===== src/rtl/ctrl_sequencer_pkg.sv =====
// Shared types for the control sequencer: state encoding, opcode constants,
// opcode class decode and the strobe bundle.
package ctrl_pkg;

    localparam int OPC_W = 5;

    localparam logic [OPC_W-1:0] OPC_MUL  = 5'b01111;
    localparam logic [OPC_W-1:0] OPC_DIV  = 5'b10000;
    localparam logic [OPC_W-1:0] OPC_NEG  = 5'b10001;
    localparam logic [OPC_W-1:0] OPC_NOT  = 5'b10010;
    localparam logic [OPC_W-1:0] OPC_HALT = 5'b11011;

    typedef enum logic [3:0] {
        ST_IDLE   = 4'd0,
        ST_FETCH0 = 4'd1,
        ST_FETCH1 = 4'd2,
        ST_FETCH2 = 4'd3,
        ST_EX3    = 4'd4,
        ST_EX4    = 4'd5,
        ST_EX5    = 4'd6,
        ST_EX6    = 4'd7,
        ST_HALT   = 4'd8
    } state_e;

    typedef enum logic [1:0] {
        CLS_BINARY = 2'd0,
        CLS_UNARY  = 2'd1,
        CLS_LONG   = 2'd2,
        CLS_HALT   = 2'd3
    } op_class_e;

    typedef struct packed {
        logic pc_out;
        logic mar_in;
        logic inc_pc;
        logic pc_in;
        logic read;
        logic mdr_in;
        logic mdr_out;
        logic ir_in;
        logic y_in;
        logic zlow_in;
        logic zhigh_in;
        logic zlow_out;
        logic zhigh_out;
        logic lo_in;
        logic hi_in;
    } strobe_t;

    function automatic op_class_e op_class(input logic [OPC_W-1:0] opc);
        op_class_e cls;
        case (opc)
            OPC_NEG, OPC_NOT: cls = CLS_UNARY;
            OPC_MUL, OPC_DIV: cls = CLS_LONG;
            OPC_HALT:         cls = CLS_HALT;
            default:          cls = CLS_BINARY;
        endcase
        return cls;
    endfunction

endpackage


===== src/rtl/ctrl_sequencer_if.sv =====
// Bus between the control sequencer (master) and the datapath (slave).
interface ctrl_sequencer_if #(
    parameter int NUM_REGS = 16,
    parameter int OP_W     = 5,
    parameter int WORD     = 32
);
    // Run is a level enable; mem_ready is a one-sided completion flag from
    // memory, sampled only while the sequencer waits in FETCH1.
    logic                Run;
    logic                mem_ready;
    logic [WORD-1:0]     IR;

    logic                PCout, MARin, IncPC, PCin, Read, MDRin, MDRout, IRin, Yin;
    logic                Zlowin, Zhighin, Zlowout, Zhighout, LOin, HIin;
    logic [NUM_REGS-1:0] reg_in;
    logic [NUM_REGS-1:0] reg_out;
    logic [OP_W-1:0]     operation;
    logic                busy;
    logic                done;
    logic [3:0]          state;

    modport master (
        input  Run, mem_ready, IR,
        output PCout, MARin, IncPC, PCin, Read, MDRin, MDRout, IRin, Yin,
        output Zlowin, Zhighin, Zlowout, Zhighout, LOin, HIin,
        output reg_in, reg_out, operation, busy, done, state
    );

    modport slave (
        output Run, mem_ready, IR,
        input  PCout, MARin, IncPC, PCin, Read, MDRin, MDRout, IRin, Yin,
        input  Zlowin, Zhighin, Zlowout, Zhighout, LOin, HIin,
        input  reg_in, reg_out, operation, busy, done, state
    );

endinterface


===== src/rtl/ctrl_sequencer_ir_decode.sv =====
// Combinational instruction field decode: opcode, opcode class and one-hot
// register selects for Ra, Rb, Rc.
module ir_decode
    import ctrl_pkg::*;
#(
    parameter int NUM_REGS = 16,
    parameter int OP_W     = 5
) (
    input  logic [OP_W+3*$clog2(NUM_REGS)-1:0] fields,
    output logic [OP_W-1:0]                    opcode,
    output op_class_e                          op_cls,
    output logic [NUM_REGS-1:0]                ra_oh,
    output logic [NUM_REGS-1:0]                rb_oh,
    output logic [NUM_REGS-1:0]                rc_oh
);

    localparam int RW = $clog2(NUM_REGS);
    localparam logic [NUM_REGS-1:0] ONE = {{(NUM_REGS-1){1'b0}}, 1'b1};

    logic [RW-1:0] ra, rb, rc;

    assign opcode = fields[OP_W+3*RW-1 -: OP_W];
    assign ra     = fields[3*RW-1 -: RW];
    assign rb     = fields[2*RW-1 -: RW];
    assign rc     = fields[RW-1:0];

    assign op_cls = op_class(OPC_W'(opcode));
    assign ra_oh  = ONE << ra;
    assign rb_oh  = ONE << rb;
    assign rc_oh  = ONE << rc;

endmodule


===== src/rtl/ctrl_sequencer.sv =====
// Multi-cycle control sequencer: fetch / execute FSM driving the datapath
// strobes. Outputs decode the registered state (register selects use IR).
module ctrl_sequencer
    import ctrl_pkg::*;
#(
    parameter int NUM_REGS = 16,
    parameter int OP_W     = 5,
    parameter int WORD     = 32
) (
    input  logic             Clock,
    input  logic             clear,
    ctrl_sequencer_if.master bus
);

    localparam int FIELD_W = OP_W + 3 * $clog2(NUM_REGS);

    state_e              state_q;
    logic                fetch1_first;
    logic [OP_W-1:0]     opcode;
    op_class_e           op_cls;
    logic [NUM_REGS-1:0] ra_oh, rb_oh, rc_oh;

    strobe_t             stb;
    logic [NUM_REGS-1:0] reg_in_d, reg_out_d;
    logic [OP_W-1:0]     op_d;
    logic                done_d;

    ir_decode #(
        .NUM_REGS (NUM_REGS),
        .OP_W     (OP_W)
    ) u_ir_decode (
        .fields (bus.IR[WORD-1 -: FIELD_W]),
        .opcode (opcode),
        .op_cls (op_cls),
        .ra_oh  (ra_oh),
        .rb_oh  (rb_oh),
        .rc_oh  (rc_oh)
    );

    always_ff @(posedge Clock or posedge clear) begin
        if (clear) begin
            state_q      <= ST_IDLE;
            fetch1_first <= 1'b0;
        end else begin
            case (state_q)
                ST_IDLE:   if (bus.Run) state_q <= ST_FETCH0;
                ST_FETCH0: begin
                    state_q      <= ST_FETCH1;
                    fetch1_first <= 1'b1;
                end
                ST_FETCH1: begin
                    fetch1_first <= 1'b0;
                    if (bus.mem_ready) state_q <= ST_FETCH2;
                end
                ST_FETCH2: state_q <= ST_EX3;
                ST_EX3:    state_q <= (op_cls == CLS_HALT) ? ST_HALT : ST_EX4;
                ST_EX4:    state_q <= ST_EX5;
                ST_EX5: begin
                    if (op_cls == CLS_LONG) state_q <= ST_EX6;
                    else                    state_q <= bus.Run ? ST_FETCH0 : ST_IDLE;
                end
                ST_EX6:    state_q <= bus.Run ? ST_FETCH0 : ST_IDLE;
                ST_HALT:   state_q <= ST_HALT;
                default:   state_q <= ST_IDLE;
            endcase
        end
    end

    // IR is loaded at the end of FETCH2, so register selects are valid from EX3.
    always_comb begin
        stb       = '0;
        reg_in_d  = '0;
        reg_out_d = '0;
        op_d      = '0;
        done_d    = 1'b0;
        case (state_q)
            ST_FETCH0: begin
                stb.pc_out  = 1'b1;
                stb.mar_in  = 1'b1;
                stb.inc_pc  = 1'b1;
                stb.zlow_in = 1'b1;
            end
            ST_FETCH1: begin
                stb.zlow_out = 1'b1;
                stb.pc_in    = fetch1_first;
                stb.read     = 1'b1;
                stb.mdr_in   = 1'b1;
            end
            ST_FETCH2: begin
                stb.mdr_out = 1'b1;
                stb.ir_in   = 1'b1;
            end
            ST_EX3: begin
                if (op_cls == CLS_BINARY || op_cls == CLS_LONG) begin
                    reg_out_d = rb_oh;
                    stb.y_in  = 1'b1;
                end
            end
            ST_EX4: begin
                reg_out_d    = (op_cls == CLS_UNARY) ? rb_oh : rc_oh;
                op_d         = opcode;
                stb.zlow_in  = 1'b1;
                stb.zhigh_in = 1'b1;
            end
            ST_EX5: begin
                stb.zlow_out = 1'b1;
                if (op_cls == CLS_LONG) begin
                    stb.lo_in = 1'b1;
                end else begin
                    reg_in_d = ra_oh;
                    done_d   = 1'b1;
                end
            end
            ST_EX6: begin
                stb.zhigh_out = 1'b1;
                stb.hi_in     = 1'b1;
                done_d        = 1'b1;
            end
            default: ;
        endcase
    end

    assign bus.PCout     = stb.pc_out;
    assign bus.MARin     = stb.mar_in;
    assign bus.IncPC     = stb.inc_pc;
    assign bus.PCin      = stb.pc_in;
    assign bus.Read      = stb.read;
    assign bus.MDRin     = stb.mdr_in;
    assign bus.MDRout    = stb.mdr_out;
    assign bus.IRin      = stb.ir_in;
    assign bus.Yin       = stb.y_in;
    assign bus.Zlowin    = stb.zlow_in;
    assign bus.Zhighin   = stb.zhigh_in;
    assign bus.Zlowout   = stb.zlow_out;
    assign bus.Zhighout  = stb.zhigh_out;
    assign bus.LOin      = stb.lo_in;
    assign bus.HIin      = stb.hi_in;
    assign bus.reg_in    = reg_in_d;
    assign bus.reg_out   = reg_out_d;
    assign bus.operation = op_d;
    assign bus.done      = done_d;
    assign bus.busy      = (state_q != ST_IDLE) && (state_q != ST_HALT);
    assign bus.state     = state_q;

endmodule


===== src/flat_wrapper.sv =====
// flat-port wrapper written by rule: the top's interface ports become plain ports
module ctrl_sequencer_flat import ctrl_pkg::*;
#(
    parameter int NUM_REGS = 16,
    parameter int OP_W     = 5,
    parameter int WORD     = 32
)
  (Clock, clear, bus_Run, bus_mem_ready, bus_IR, bus_PCout, bus_MARin, bus_IncPC, bus_PCin, bus_Read, bus_MDRin, bus_MDRout, bus_IRin, bus_Yin, bus_Zlowin, bus_Zhighin, bus_Zlowout, bus_Zhighout, bus_LOin, bus_HIin, bus_reg_in, bus_reg_out, bus_operation, bus_busy, bus_done, bus_state);
  ctrl_sequencer_if #(.NUM_REGS(NUM_REGS), .OP_W(OP_W), .WORD(WORD)) bus_i ();
  input  logic Clock;
  input  logic clear;
  input wire logic [$bits(bus_i.Run)-1:0] bus_Run;
  input wire logic [$bits(bus_i.mem_ready)-1:0] bus_mem_ready;
  input wire logic [$bits(bus_i.IR)-1:0] bus_IR;
  output wire logic [$bits(bus_i.PCout)-1:0] bus_PCout;
  output wire logic [$bits(bus_i.MARin)-1:0] bus_MARin;
  output wire logic [$bits(bus_i.IncPC)-1:0] bus_IncPC;
  output wire logic [$bits(bus_i.PCin)-1:0] bus_PCin;
  output wire logic [$bits(bus_i.Read)-1:0] bus_Read;
  output wire logic [$bits(bus_i.MDRin)-1:0] bus_MDRin;
  output wire logic [$bits(bus_i.MDRout)-1:0] bus_MDRout;
  output wire logic [$bits(bus_i.IRin)-1:0] bus_IRin;
  output wire logic [$bits(bus_i.Yin)-1:0] bus_Yin;
  output wire logic [$bits(bus_i.Zlowin)-1:0] bus_Zlowin;
  output wire logic [$bits(bus_i.Zhighin)-1:0] bus_Zhighin;
  output wire logic [$bits(bus_i.Zlowout)-1:0] bus_Zlowout;
  output wire logic [$bits(bus_i.Zhighout)-1:0] bus_Zhighout;
  output wire logic [$bits(bus_i.LOin)-1:0] bus_LOin;
  output wire logic [$bits(bus_i.HIin)-1:0] bus_HIin;
  output wire logic [$bits(bus_i.reg_in)-1:0] bus_reg_in;
  output wire logic [$bits(bus_i.reg_out)-1:0] bus_reg_out;
  output wire logic [$bits(bus_i.operation)-1:0] bus_operation;
  output wire logic [$bits(bus_i.busy)-1:0] bus_busy;
  output wire logic [$bits(bus_i.done)-1:0] bus_done;
  output wire logic [$bits(bus_i.state)-1:0] bus_state;
  assign bus_i.Run = bus_Run;
  assign bus_i.mem_ready = bus_mem_ready;
  assign bus_i.IR = bus_IR;
  assign bus_PCout = bus_i.PCout;
  assign bus_MARin = bus_i.MARin;
  assign bus_IncPC = bus_i.IncPC;
  assign bus_PCin = bus_i.PCin;
  assign bus_Read = bus_i.Read;
  assign bus_MDRin = bus_i.MDRin;
  assign bus_MDRout = bus_i.MDRout;
  assign bus_IRin = bus_i.IRin;
  assign bus_Yin = bus_i.Yin;
  assign bus_Zlowin = bus_i.Zlowin;
  assign bus_Zhighin = bus_i.Zhighin;
  assign bus_Zlowout = bus_i.Zlowout;
  assign bus_Zhighout = bus_i.Zhighout;
  assign bus_LOin = bus_i.LOin;
  assign bus_HIin = bus_i.HIin;
  assign bus_reg_in = bus_i.reg_in;
  assign bus_reg_out = bus_i.reg_out;
  assign bus_operation = bus_i.operation;
  assign bus_busy = bus_i.busy;
  assign bus_done = bus_i.done;
  assign bus_state = bus_i.state;
  ctrl_sequencer #(.NUM_REGS(NUM_REGS), .OP_W(OP_W), .WORD(WORD)) u_core (.Clock(Clock), .clear(clear), .bus(bus_i));
endmodule

===== config.mk =====
export PLATFORM = sky130hd
export DESIGN_NAME = ctrl_sequencer_flat
export DESIGN_NICKNAME = d
export VERILOG_FILES = /design/src/rtl/ctrl_sequencer_pkg.sv /design/src/rtl/ctrl_sequencer_if.sv /design/src/rtl/ctrl_sequencer_ir_decode.sv /design/src/rtl/ctrl_sequencer.sv /design/src/flat_wrapper.sv
export SDC_FILE = /design/constraint.sdc
export NUM_CORES = 1
export LEC_CHECK = 0
export ABC_CLOCK_PERIOD_IN_PS = 4540
export BUFFER_PORTS_ARGS = -buffer_cell sky130_fd_sc_hd__buf_2
export CAP_MARGIN = 20
export CORE_MARGIN = 1
export CORE_UTILIZATION = 44
export CTS_BUF_LIST = sky130_fd_sc_hd__clkbuf_8 sky130_fd_sc_hd__clkbuf_16
export DETAILED_ROUTE_END_ITERATION = 12
export PLACE_DENSITY = 0.92
export SLEW_MARGIN = 20
export SYNTH_ARGS = -nofsm -noshare
export SYNTH_HDL_FRONTEND = slang
export SYNTH_HIERARCHICAL = 1
export SYNTH_SLANG_ARGS = --single-unit

===== constraint.sdc =====
create_clock -name Clock -period 4.54 [get_ports Clock]
set_input_delay 0.681 -clock Clock [delete_from_list [all_inputs] [get_ports Clock]]
set_output_delay 0.681 -clock Clock [all_outputs]
set_load 0.02 [all_outputs]

Word-level counts from Yosys, hierarchy flattened
Cells that the tools add are included.
- eq/ne operators: 19
- shift-type cells: 3
- mux-type cells: 27
- reduce and logical (&&, ||, !) cells: 11
- operators with widths (kind ; number):
    $mux 16 ; 4
    $shl 1x4->16 const A ; 3
    $pmux 4 s9 ; 1
    $pmux 16 s2 ; 1
    $eq 5x5->1 const B ; 4
    $eq 4x3->1 const B ; 4
    $mux 4 ; 4
    $mux 1 ; 10
    $eq 4x2->1 const B ; 2
    $reduce_or 2->1 ; 4
    $mux 3 ; 2
    $pmux 2 s3 ; 1
    $eq 5x4->1 const B ; 1
    $mux 5 ; 1
    $eq 2x2->1 const B ; 2
    $eq 4x1->1 const B ; 1
    $eq 4x4->1 const B ; 1
    $logic_not 4->1 ; 1
    $ne 2x2->1 const B ; 2
    $ne 4x4->1 const B ; 1
    $pmux 1 s2 ; 2
    $reduce_bool 4->1 ; 1
    $eq 2x1->1 const B ; 1
    $logic_not 2->1 ; 1
    other kinds (5) ; 5
- register bits after elaboration: 5
- bits of input ports: 36
- output and inout bits: 58
- word-level logic and storage cells: 62

Longest topological paths before layout
Gate-level depths: netlist (run 1).
- depth in word-level cells: 7
- depth in mapped cells: 9
- depth with buffers taken out: 6

By module
The synthesis (run 1) kept the hierarchy.
- by module, submodules not included (module ; times used ; cells each ; area each (um2)):
    ctrl_sequencer ; 1 ; 110 ; 823.3
    ir_decode ; 1 ; 80 ; 405.4

Worst setup path after synthesis (run 1)
Ideal clock, no wire load.
- path type: input -> output
- from: input bus_IR[30]
- to: output bus_reg_out[10]
- arrival: 2.235 ns
- data required time: 3.859 ns
- setup slack: 1.624 ns
- stages: 8
- path buffers: 2
- cells stage by stage: or3_1 -> o22ai_1 -> nand3b_1 -> o21ai_1 -> and3_1 -> clkbuf_1 -> buf_2 -> a22o_1
- cells in the longest elaborated chain, start to end: 7
- RTL lines (what ; line ; source):
    start: declaration ; flat_wrapper.sv:14 ; input wire logic [$bits(bus_i.IR)-1:0] bus_IR;
    $eq 5x4->1 / $eq 5x5->1 (equally long branches) ; ctrl_sequencer_pkg.sv:52 ; case (opc)
    $reduce_or 2->1 ; ctrl_sequencer_pkg.sv:52 ;
    $pmux 2 s3 * ; ctrl_sequencer_pkg.sv:52 ;
    via u_core.op_cls[1] ; ctrl_sequencer.sv:20 ; op_class_e op_cls;
    $eq 2x2->1 / $logic_not 2->1 (equally long branches) ; ctrl_sequencer.sv:94 ; if (op_cls == CLS_BINARY || op_cls == CLS_LONG) begin
    $logic_or 1x1->1 ; ctrl_sequencer.sv:94 ;
    $mux 16 ; ctrl_sequencer.sv:94 ;
    $pmux 16 s2 * ; ctrl_sequencer.sv:76 ; case (state_q)
    end: declaration ; flat_wrapper.sv:31 ; output wire logic [$bits(bus_i.reg_out)-1:0] bus_reg_out;
Mark *: on every way through the listed nets, which the timed path passes. The rest lies on a longest branch.

Worst setup path after layout (run 1)
- from: input bus_IR[30]
- to: output bus_reg_out[5]
Same word-level chain as after synthesis.

==> impl_metrics.py, run 1 <==
metrics = {
    "status": {
        "status": "completed",
    },
    "setup_path": {
        "worst_setup_path_start_kind": "primary input",
        "crit_family": "simple AND/OR/NAND/NOR gates",
        "critPathMostFrequentCell": "buf_2",
        "worst-r2r-setup-slack_ps": 2950,
        "setup.worst_path.end_class": "output port",
        "critical_path_buf_inv_count": 2,
        "cp.required_ps": 3860,
        "worst-path-stages": 8,
        "worstSetupPathType": "primary input to output port",
        "timing.reg2reg.worst_path_depth": 4,
        "cp_cell_sequence": "buf_2, or3_1, o22ai_1, nand3b_1, o21ai_1, and3_1, a22o_1, buf_2",
        "worst-path-max-fanout": 16,
        "worstPathArrival_ps": 2530,
        "reg2reg_to": "u_core/bus.state[0]",
        "critPathMaxStageDelay_ps": 370,
        "cpMaxStageDelayCell": "and3_1",
        "reg2reg_from": "u_core/bus.state[1]",
    },
    "die": {
        "floorplan_die_width_microns": 54.8,
        "dieHeight_microns": 54.8,
        "core.rowCount": 18,
        "start_util_pct": 47.9,
        "dieArea_sq_um": 3010,
        "io-pin-count": 94,
        "core_region_area_sq_um": 2570,
    },
    "run": {
        "max-cap-violations": 0,
    },
    "layout": {
        "instances_no_fill": 283,
        "final_util_pct": 61.5,
        "finish.net_count": 290,
        "area_growth_pct": 28.5,
        "antenna_cells": 0,
        "fraction_of_final_layout_cells_sized_beyond_drive_strength_1_pct": 34.8,
    },
    "sta": {
        "finalCritPeriodShare_pct": 70.8,
        "max_slew_margin_pct": 64.5,
        "fin_ws_ps": 1330,
        "peak_freq_mhz": 311,
        "clock_skew_ps": 2.93,
        "fin_crit_ps": 3210,
        "rsz_0062_raised_after_global_routing": "false",
        "final-setup-viol-count": 0,
        "max_slew.worst_pin.slew_ps": 533,
        "final-max-slew-violation-count": 0,
        "setup_tns_ps": 0,
        "hold_violations": 0,
    },
    "global_route": {
        "grt_overflow_total": 0,
        "grt_max_degree": 20,
        "globalRouteTotalUtil_pct": 21.1,
        "grt_antenna_before_repair": 0,
        "global_route_wire_length_before_repair_microns": 4770,
        "number_of_global_route_vias_before_repair": 1103,
    },
    "synthesis": {
        "yosysUniqueCellTypes": 35,
        "synth-main-ff-cell": "dfrtp_1",
        "yosysWarnings": 6,
        "synthTopCellsByArea": "and2_1 (12%), nor2_1 (12%), a22o_1 (11%), dfrtp_1 (10%), nand2b_1 (8.1%)",
        "synth.yosys.seq_area_share_pct": 10.2,
        "post_synth_most_frequent_cells": "nor2_1 (39), and2_1 (24), nor3_1 (19), a22o_1 (16), nand2b_1 (16)",
        "synth-seq-cells": 5,
        "netlist.top_cell.by_area": "and2_1",
        "synthesis.instances": 190,
        "yosys.cell_count.top_type": "nor2_1",
        "synth_async_sr_flop_share_pct": 100,
        "synth-edff-count": 0,
        "synth_top_area_share_pct": 12.2,
        "mappedNetlistArea_sq_um": 1230,
        "synth.avg_cell_area_sq_um": 6.47,
        "postSynthNetCount": 226,
    },
    "clock_network": {
        "clock_sink_count": 5,
        "clock_root_buffer_master": "clkbuf_8",
        "cts_max_level": 1,
        "clk_transition_reported_paths_ps": 40,
        "worstSkewPairLatency_ps": 220,
        "numCtsBuffers": 3,
        "post_cts.repair.setup_buffers": 0,
        "cts_tree": "built",
        "cts.hold.buffers_added": 0,
        "resized_after_cts": 0,
        "cts.path.max_buffers": 2,
    },
    "placement": {
        "numPlacedInstances": 279,
        "gp_congestion": 0.898,
        "place_ws_ps": 1330,
        "hpwlAfterDp_microns": 2550,
        "buffer_ports.inserted": 78,
    },
    "pwr": {
        "leakagePower_nw": 0.824,
        "ir_worst_vdd_uv": 640,
        "cellPowerDensity_nw_per_um2": 377,
    },
    "detailed_routing": {
        "drt-vias-per-instance": 5.35,
        "dr.first_iter.drc_count": 50,
        "detail-route-antenna-nets": 0,
        "wl_per_cell_microns": 11.6,
        "vias": 1515,
        "post-route-drc-count": 0,
        "route.final.wire_length_microns": 3280,
        "drt_pass1_iterations": 4,
    },
    "min_path": {
        "worst_hold_path_type": "primary input to asynchronous set/reset pin",
    },
}
[worst max path at each step]
stage | start | to | slack (ps)
6_report | bus_IR[30] | bus_reg_out[5] | 1330
3_5_place_dp | bus_IR[30] | bus_reg_out[5] | 1330
5_1_grt | bus_IR[30] | bus_reg_out[14] | 1180
4_1_cts | bus_IR[30] | bus_reg_out[5] | 1330
2_1_floorplan | bus_IR[30] | bus_reg_out[10] | 1620
3_3_place_gp | bus_IR[30] | bus_reg_out[5] | 1370
[final cells by class]
type	count	area, sq um
tap	30	37.5
multi-input combinational	162	962
clock buffer	3	41.3
sequential	5	125
fill	240	988
inverter	3	11.3
clock inverter	1	3.75
timing repair buffer	79	398
[flip-flops by register name (all words and copies together), names as in the netlist]
register,flops
u_core/fetch1_first,1
u_core/bus.state,4
[cells by family after synthesis]
logic type	share of synthesized area [%]
AO/OA/AOI/OAI	20.7
XOR/XNOR	1.43
buffers and inverters	11.5
flip-flops	10.2
multiplexers	1.63
AND/OR/NAND/NOR	54.6
[power by group]
group | internal [mW] | switching [mW] | total (mW)
Combinational | 0.145 | 0.253 | 0.398
Sequential | 0.0621 | 0.0568 | 0.119
Clock | 0.0578 | 0.0198 | 0.0776
[cells in the final DEF (no fill, tap or decap), drive strengths merged]
cell type	synthesis	final
clkbuf	5	3
dfrtp	5	5
nand3	2	2
xnor2	2	2
nand3b	5	5
o22ai	4	4
or3b	1	1
nand2b	17	17
nor2b	1	1
inv	3	4
and3	1	1
o21a	1	1
a21boi	2	2
a211oi	2	2
nor3	20	20
mux2i	2	2
nand2	7	7
buf	15	79
and2	24	24
o21ai	4	4
a21oi	4	4
nand4	1	1
a22o	16	16
or3	2	2
or2	1	1
nor4	3	3
nor2	40	40
[worst reg2reg max path: stages (launching register included)]
cell and delay (ps):
dfrtp_1 650, nand2b_4 130, or3b_4 460, o22ai_1 140, o21a_1 150
[stage by stage]
step / hold WS (ps) / power (mW) / area [sq um]
final: 350 / 0.595 / 1580
after global placement: 521 / 0.504 / 1530
after CTS: 349 / 0.595 / 1580
after detailed placement: 531 / 0.512 / 1530
after floorplan: 460 / 0.429 / 1230
after global routing: 361 / 0.648 / 1580
[metal layers]
layer | GRT usage, % | share of wire (%) | wire, microns
met5 | 0 | 0 | 0
met4 | 2.56 | 0 | 0
met1 | 28.9 | 45 | 1480
met2 | 35.7 | 49 | 1610
met3 | 2.50 | 5.9 | 195
(Power assumes the default switching activity.)
==> run 2, diff against run 1 <==
--- a/config.mk
+++ b/config.mk
@@ -5,14 +5,14 @@
 export SDC_FILE = /design/constraint.sdc
 export NUM_CORES = 1
 export LEC_CHECK = 0
-export ABC_CLOCK_PERIOD_IN_PS = 4540
+export ABC_CLOCK_PERIOD_IN_PS = 2800
 export BUFFER_PORTS_ARGS = -buffer_cell sky130_fd_sc_hd__buf_2
 export CAP_MARGIN = 20
 export CORE_MARGIN = 1
-export CORE_UTILIZATION = 44
+export CORE_UTILIZATION = 37
 export CTS_BUF_LIST = sky130_fd_sc_hd__clkbuf_8 sky130_fd_sc_hd__clkbuf_16
 export DETAILED_ROUTE_END_ITERATION = 12
-export PLACE_DENSITY = 0.92
+export PLACE_DENSITY = 0.83
 export SLEW_MARGIN = 20
 export SYNTH_ARGS = -nofsm -noshare
 export SYNTH_HDL_FRONTEND = slang
==> constraint.sdc (replaced) <==
create_clock -name Clock -period 2.8 [get_ports Clock]
set_input_delay 0.42 -clock Clock [delete_from_list [all_inputs] [get_ports Clock]]
set_output_delay 0.42 -clock Clock [all_outputs]
set_load 0.02 [all_outputs]
==> impl_metrics.py, run 2 (same netlist as run 1, synthesis figures left out) <==
metrics = {
    "layout": {
        "largest_register_ff_count": 4,
        "area_growth_pct": 31.8,
        "antenna_cells": 0,
        "fraction_of_final_layout_cells_sized_beyond_drive_strength_1_pct": 35.5,
        "finish.net_count": 293,
        "final_common_cell": "buf_2",
        "most_used_cells_in_the_layout_excluding_fill_and_tap_cells": "buf_2 (78), nor2_1 (39), and2_1 (24)",
        "number_of_fillers_in_the_final_layout": 321,
    },
    "setup_path": {
        "crit_start": "u_core/bus.state[1]",
        "worst-path-max-fanout": 16,
        "worst_setup_path_start_kind": "flip-flop",
        "worst-r2r-setup-slack_ps": 1210,
        "reg2reg_from": "u_core/bus.state[1]",
        "worstSetupPathType": "flip-flop to output port",
        "cp.required_ps": 2380,
        "reg2reg_to": "u_core/bus.state[0]",
        "timing.reg2reg.worst_path_depth": 4,
        "setup.worst_path.end_class": "output port",
        "worstPathArrival_ps": 2090,
    },
    "detailed_routing": {
        "vias": 1489,
        "wl_per_cell_microns": 10.9,
        "route.final.wire_length_microns": 3280,
        "post-route-drc-count": 0,
        "drt-vias-per-instance": 4.96,
        "drt_pass1_iterations": 4,
        "dr.first_iter.drc_count": 67,
        "detail-route-antenna-nets": 0,
    },
    "sta": {
        "fin_crit_ps": 2510,
        "finalCritPeriodShare_pct": 89.8,
        "max_slew.worst_pin.slew_ps": 525,
        "final-setup-viol-count": 0,
        "peak_freq_mhz": 398,
        "final-max-slew-violation-count": 0,
        "clock_skew_ps": 0.406,
        "hold_violations": 0,
        "setup_tns_ps": 0,
        "rsz_0062_raised_after_global_routing": "false",
        "max_slew_margin_pct": 65.0,
        "holdWs_ps": 91.6,
    },
    "clock_network": {
        "cts_max_level": 1,
        "post_cts.repair.setup_buffers": 0,
        "cts_tree": "built",
        "clk_transition_reported_paths_ps": 40,
        "cts.hold.buffers_added": 0,
        "worstSkewPairLatency_ps": 220,
        "cts.path.max_buffers": 2,
        "clock_root_buffer_master": "clkbuf_8",
        "resized_after_cts": 0,
        "clock_sink_count": 5,
        "numCtsBuffers": 3,
    },
    "pwr": {
        "cellPowerDensity_nw_per_um2": 611,
        "ir_worst_vdd_uv": 253,
        "leakagePower_nw": 0.840,
    },
    "die": {
        "dieHeight_microns": 59.6,
        "core.rowCount": 20,
        "io-pin-count": 94,
        "start_util_pct": 39.6,
        "core_region_area_sq_um": 3100,
        "floorplan_die_width_microns": 59.6,
        "dieArea_sq_um": 3560,
    },
    "status": {
        "status": "completed",
    },
    "global_route": {
        "number_of_global_route_vias_before_repair": 1249,
        "globalRouteTotalUtil_pct": 19.1,
        "grt_max_degree": 19,
        "grt_antenna_before_repair": 0,
        "global_route_wire_length_before_repair_microns": 5290,
        "grt_overflow_total": 0,
    },
    "min_path": {
        "worst_hold_path_type": "primary input to asynchronous set/reset pin",
    },
    "placement": {
        "buffer_ports.inserted": 78,
        "hpwlAfterDp_microns": 2640,
        "gp_congestion": 0.876,
    },
    "run": {
        "max-cap-violations": 0,
    },
}
-- run 2: layout make-up --
class / count / area, sq um / share of cell area (%)
Multi-Input combinational cell: 162 / 962 / 59.4
Timing Repair Buffer: 82 / 420 / 26.0
Sequential cell: 5 / 125 / 7.73
Tap cell: 44 / 55.1 / 3.40
Clock buffer: 3 / 41.3 / 2.55
Inverter: 3 / 11.3 / 0.696
Clock inverter: 1 / 3.75 / 0.232
-- run 2: per-stage QoR --
stage | utilization, % | worst slack [ps] | area (sq um) | cells | power, mW
floorplan | - | 406 | 1230 | 190 | 0.696
global placement | 50.7 | 316 | 1570 | 296 | 0.843
detailed placement | 50.7 | 318 | 1570 | 296 | 0.859
CTS | 52.2 | 297 | 1620 | 300 | 0.993
global route | 52.2 | 145 | 1620 | 300 | 1.07
finish | 52.2 | 285 | 1620 | 300 | 0.990
-- run 2: metal layers --
layer / up-vias / track usage, % / wire (microns)
met2: 50 / 32.3 / 1580
met4: 0 / 7.64 / 44
met3: 4 / 2.62 / 191
met1: 649 / 24.4 / 1470
met5: - / 0 / 0
li1: 786 / - / -
-- run 2: critical path, cell delays in order (launching register included) --
cell and delay [ps]:
dfrtp_1 550, nor3_2 450, a21boi_4 470, a22o_1 230, buf_2 170
-- run 2: how the worst max path moves through the flow --
stage | cells after the start | slack, ps | to
2_1_floorplan | 8 | 410 | bus_reg_out[10]
3_5_place_dp | 8 | 320 | bus_reg_out[14]
6_report | 4 | 290 | bus_reg_out[12]
5_1_grt | 4 | 150 | bus_reg_out[5]
3_3_place_gp | 8 | 320 | bus_reg_out[6]
4_1_cts | 4 | 300 | bus_reg_out[14]
-- run 2: report_power, final --
group,switching [mW],internal [mW],leakage (nW),total [mW]
Sequential,0.0464,0.102,0.0622,0.148
Combinational,0.458,0.252,0.750,0.711
Clock,0.0371,0.0941,0.0269,0.131
